$ cat config.mk
export PLATFORM = sky130hd
export DESIGN_NAME = peridot_config_layer
export DESIGN_NICKNAME = d
export VERILOG_FILES = /design/src/rtl/peridot_config_layer.sv
export SDC_FILE = /design/constraint.sdc
export NUM_CORES = 1
export LEC_CHECK = 0
export ABC_AREA = 1
export CORE_UTILIZATION = 35
export CTS_CLUSTER_SIZE = 24
export DETAILED_ROUTE_END_ITERATION = 10
export PLACE_DENSITY_LB_ADDON = 0.05
export SLEW_MARGIN = 0
export SYNTH_ARGS = -nofsm -noshare
export SYNTH_HDL_FRONTEND = slang
export SYNTH_SLANG_ARGS = --single-unit
export TNS_END_PERCENT = 10
$ cat constraint.sdc
create_clock -name clock_sig -period 5 [get_ports clock_sig]
set_clock_uncertainty 0.15 [all_clocks]
set_input_delay 0.75 -clock clock_sig [delete_from_list [all_inputs] [get_ports clock_sig]]
set_output_delay 0.75 -clock clock_sig [all_outputs]
set_load 0.01 [all_outputs]
$ cat src/rtl/peridot_config_layer.sv
// Byte-stream config layer: forwards upstream bytes, decodes escaped bytes and
// config commands, commits a staged config word and returns a status response.
module peridot_config_layer #(
    parameter logic [7:0]              CMD_BYTE       = 8'h3A,
    parameter logic [7:0]              ESC_BYTE       = 8'h3D,
    parameter logic [7:0]              ESC_XOR        = 8'h20,
    parameter int                      CONF_BYTES     = 2,
    parameter logic [8*CONF_BYTES-1:0] CONF_INIT      = (8*CONF_BYTES)'(16'h0039),
    parameter int                      MODE_BIT       = 3,
    parameter int                      TIMEOUT_CYCLES = 1000000
) (
    input  logic                      clock_sig,
    input  logic                      reset_sig,
    input  logic                      in_valid,
    input  logic [7:0]                in_data,
    output logic                      in_ready,
    output logic                      out_valid,
    output logic [7:0]                out_data,
    input  logic                      out_ready,
    input  logic                      pk_valid,
    input  logic [7:0]                pk_data,
    output logic                      pk_ready,
    output logic                      resp_valid,
    output logic [7:0]                resp_data,
    input  logic                      resp_ready,
    output logic [8*CONF_BYTES-1:0]   conf_out,
    input  logic [8*CONF_BYTES-1:0]   conf_in,
    output logic                      conf_update,
    output logic                      abort
);

    localparam int              IW       = $clog2(CONF_BYTES) + 1;
    localparam int              CW       = 8 * CONF_BYTES;
    localparam logic [IW-1:0]   LAST_IDX = IW'(CONF_BYTES - 1);
    localparam logic [31:0]     TO_LIMIT = 32'(TIMEOUT_CYCLES);

    typedef enum logic [1:0] {IDLE, ESCAPE, CONFDATA, SENDRESP} state_t;

    state_t          state, state_next;
    logic [IW-1:0]   idx, idx_next;
    logic [31:0]     timer;
    logic [CW-1:0]   staged, staged_next, resp_reg;
    logic [7:0]      resp_byte;
    logic            mode, is_special, in_fire, resp_fire, timeout_hit, commit, timed_state;

    assign mode        = conf_out[MODE_BIT];
    assign is_special  = (in_data == CMD_BYTE) || (in_data == ESC_BYTE);
    assign in_fire     = in_valid && in_ready;
    assign resp_fire   = resp_valid && resp_ready;
    assign timed_state = (state == ESCAPE) || (state == CONFDATA);
    assign timeout_hit = (TIMEOUT_CYCLES != 0) && timed_state && (timer == TO_LIMIT);
    assign commit      = (state == CONFDATA) && in_fire && (idx == LAST_IDX);

    // Byte-lane select for staging the incoming payload and reading the response.
    always_comb begin
        staged_next = staged;
        resp_byte   = '0;
        for (int b = 0; b < CONF_BYTES; b++) begin
            if (idx == IW'(b)) begin
                staged_next[8*b +: 8] = in_data;
                resp_byte             = resp_reg[8*b +: 8];
            end
        end
    end

    always_ff @(posedge clock_sig or posedge reset_sig) begin
        if (reset_sig) begin
            state <= IDLE;
            idx   <= '0;
        end else begin
            state <= state_next;
            idx   <= idx_next;
        end
    end

    always_comb begin
        state_next = state;
        idx_next   = idx;
        case (state)
            IDLE: begin
                if (in_fire && in_data == CMD_BYTE) begin
                    state_next = CONFDATA;
                    idx_next   = '0;
                end else if (in_fire && in_data == ESC_BYTE) begin
                    state_next = ESCAPE;
                end
            end
            ESCAPE: begin
                if (timeout_hit || in_fire) state_next = IDLE;
            end
            CONFDATA: begin
                if (timeout_hit) begin
                    state_next = IDLE;
                    idx_next   = '0;
                end else if (in_fire) begin
                    if (idx == LAST_IDX) begin
                        state_next = SENDRESP;
                        idx_next   = '0;
                    end else begin
                        idx_next = idx + 1'b1;
                    end
                end
            end
            SENDRESP: begin
                if (resp_fire) begin
                    if (idx == LAST_IDX) begin
                        state_next = IDLE;
                        idx_next   = '0;
                    end else begin
                        idx_next = idx + 1'b1;
                    end
                end
            end
            default: begin
                state_next = IDLE;
                idx_next   = '0;
            end
        endcase
    end

    // A byte arriving on the timeout cycle is left unconsumed so IDLE handles it next.
    always_comb begin
        in_ready   = 1'b0;
        out_valid  = 1'b0;
        out_data   = in_data;
        pk_ready   = resp_ready;
        resp_valid = pk_valid;
        resp_data  = pk_data;
        case (state)
            IDLE: begin
                if (is_special) begin
                    in_ready = 1'b1;
                end else if (mode) begin
                    out_valid = in_valid;
                    in_ready  = out_ready;
                end else begin
                    in_ready = 1'b1;
                end
            end
            ESCAPE: begin
                out_data = in_data ^ ESC_XOR;
                if (!timeout_hit) begin
                    if (mode) begin
                        out_valid = in_valid;
                        in_ready  = out_ready;
                    end else begin
                        in_ready = 1'b1;
                    end
                end
            end
            CONFDATA: begin
                in_ready   = !timeout_hit;
                pk_ready   = 1'b0;
                resp_valid = 1'b0;
            end
            SENDRESP: begin
                pk_ready   = 1'b0;
                resp_valid = 1'b1;
                resp_data  = resp_byte;
            end
            default: begin
                in_ready = 1'b0;
            end
        endcase
    end

    always_ff @(posedge clock_sig or posedge reset_sig) begin
        if (reset_sig) begin
            timer       <= '0;
            staged      <= '0;
            conf_out    <= CONF_INIT;
            resp_reg    <= '0;
            conf_update <= 1'b0;
            abort       <= 1'b0;
        end else begin
            conf_update <= commit;
            abort       <= timeout_hit;
            if (state == CONFDATA && in_fire) staged <= staged_next;
            if (commit) begin
                conf_out <= staged_next;
                resp_reg <= conf_in;
            end
            if (!timed_state || state_next != state || in_fire) timer <= '0;
            else                                                 timer <= timer + 32'd1;
        end
    end

endmodule

==> impl_metrics.ini <==
[cts]
tritoncts = done
clk_pin_slew_ns = 0.06
ctsHoldBuffers = 0
clockBufferDepth = 2
insertion_delay_ns = 0.34
cts_buffers = 9
cts-root-buf = clkbuf_16
cts-htree-levels = 3
post_cts_resize_count = 0
clock_sinks = 78
cts_setup_buffers = 0

[power]
p_per_area_nw_per_um2 = 473
ir_worst_vdd_mv = 0.207
p_leak_nw = 2.45

[finish]
regArea_um2 = 1960
multi_input_area_um2 = 2160
antennaDiodeCount = 0
layout-drive-gt1-share = 0.143
final_common_cell = nand2_1
area_growth_pct = 25.3
num-nets-final = 660
fin_cells = 793
final_area_um2 = 5650
fillers = 1271
largest_reg_flops = 32
most-common-layout-cells = nand2_1, clkdlybuf4s50_1, dfrtp_1
final_util = 0.449

[global_route]
grt_pass1_vias = 3609
global_route.usage.met1 = 0.243
track_usage = 0.170
grt_use_met2 = 0.252
grt_overflow_total = 0
grt_max_degree = 79
top_usage_layer = met2
antenna_found_initial = 0
grt_pass1_wl_um = 17500
grt_util_met3 = 0.0392

[hold_path]
holdCritPathClass = flip-flop to flip-flop
min_from = conf_out[5]$_DFFE_PP1P_

[critical_path]
r2r_slack_ns = 1.41
worstPathRequired_ns = 5.10
critPathKind = input port to flip-flop
worstSetupEndpointType = flip-flop
worstPathMaxFanout = 34
critPathLaunchType = input port
worstPathArrival_ns = 3.72
timing.rr.start = state[0]$_DFF_PP0_
startpoint = in_data[5]

[routing]
drt_wl_total_um = 10400
post_drt_wl_per_cell_um = 13.1
drt_iter0_markers = 193
via_count = 3636
dr.pass1.iters = 4
drc = 0
via_per_inst = 4.59
ant_nets = 0

[run_status]
status = complete, no violations

[synthesis]
synth-seq-cells = 78
netlist.area_leader.share = 0.411
synth_cell_types = 35
syn_area_per_cell_um2 = 8.14
synth_edf_count = 0
synthArstFlopShare = 1.00
ys.flop_type = dfrtp_1
yosys_warnings = 0
synth_area_leader_cell = dfrtp_1
synth_area_um2 = 4510
syn_nets = 598
synth.area.top_cells = dfrtp_1, nand2_1, nor3_2
netlist_instances = 554
ys_seq_area_frac = 0.434

[flow_run]
maxCapViolations = 0

[placed_design]
place_congestion = 0.830
placed_area_um2 = 5320
dp.cells = 777
dp_hpwl_um = 7090
port-buffer-count = 75

[timing]
setup_viol = 0
fmax_mhz = 277
fin_crit_sh = 0.723
min_period_ns = 3.61
slew_headroom = 0.284
fin_hold_ws_ns = 0.315
slew_violations = 0
tightest_slew_ns = 1.07
setup_tns_ns = 0
finalHoldViolations = 0
rsz0062_at_grt = no

[die]
die_h_um = 115
core_um2 = 12600
rows = 41
fp.dieArea_um2 = 13300
start_util = 0.359
io_pins = 76
die_w_um = 115
[routing by layer]
metal | up-vias | part of all wire
met5 | - | 0
met3 | 10 | 0.040
met2 | 71 | 0.43
met1 | 1689 | 0.52
met4 | 0 | 0.012
li1 | 1866 | -
[area by class of cell]
class	instances	share of cell area
Clock inverter	5	0.0144
Inverter	57	0.0379
Multi-Input combinational cell	393	0.383
Timing Repair Buffer	77	0.136
Clock buffer	11	0.0447
Tap cell	172	0.0381
Sequential cell	78	0.346
[through the flow]
stage / worst slack [ns] / power (mW)
2_1_floorplan: 2.11 / 1.66
3_3_place_gp: 1.05 / 1.96
3_5_place_dp: 0.991 / 1.96
4_1_cts: 1.32 / 2.71
5_1_grt: 0.979 / 2.87
6_report: 1.39 / 2.67
[final timing paths]
check,cells past startpoint,to
worst max-delay path,13,conf_out[3]$_DFFE_PP1P_
worst min-delay path,2,conf_out[5]$_DFFE_PP1P_
worst max register to register,15,conf_out[3]$_DFFE_PP1P_
worst min register to register,2,conf_out[5]$_DFFE_PP1P_
max in group asynchronous,3,conf_update$_DFF_PP0_
min in group asynchronous,3,state[1]$_DFF_PP0_
[synthesized netlist by cell type (all sizes together), types with 6 or more instances]
library cell	n
a21oi	7
a31oi	8
buf	17
clkbuf	9
dfrtp	74
ha	6
inv	56
nand2	193
nand3	20
nand4	12
nor2	47
nor3	42
o21ai	21
xnor2	6
xor2	25
[worst max-delay path: stages]
cell             delay [ns]
clkdlybuf4s50_1        0.57
nand2_1                0.09
nor3_2                 0.14
nand2_1                0.12
nand3_1                0.11
nand2_2                0.07
nand2_4                0.11
nand3_4                0.13
nor2_4                 0.31
nand2_2                0.47
inv_2                  0.63
nand2_1                0.10
o21ai_0                0.10
[power breakdown]
part / total [mW] / switching [mW] / leakage, nW / internal (mW)
logic: 1.06 / 0.682 / 1.27 / 0.375
registers: 0.884 / 0.0871 / 1.02 / 0.797
clock network: 0.730 / 0.266 / 0.162 / 0.465
[logic make-up after synthesis]
family          after synthesis  synth area share
simple gates                319             0.358
buf+inv                      83            0.0858
xor+xnor                     31            0.0602
flops                        78             0.434
compound gates               37            0.0450
fa+ha+maj                     6            0.0167
(Power assumes the default switching activity.)
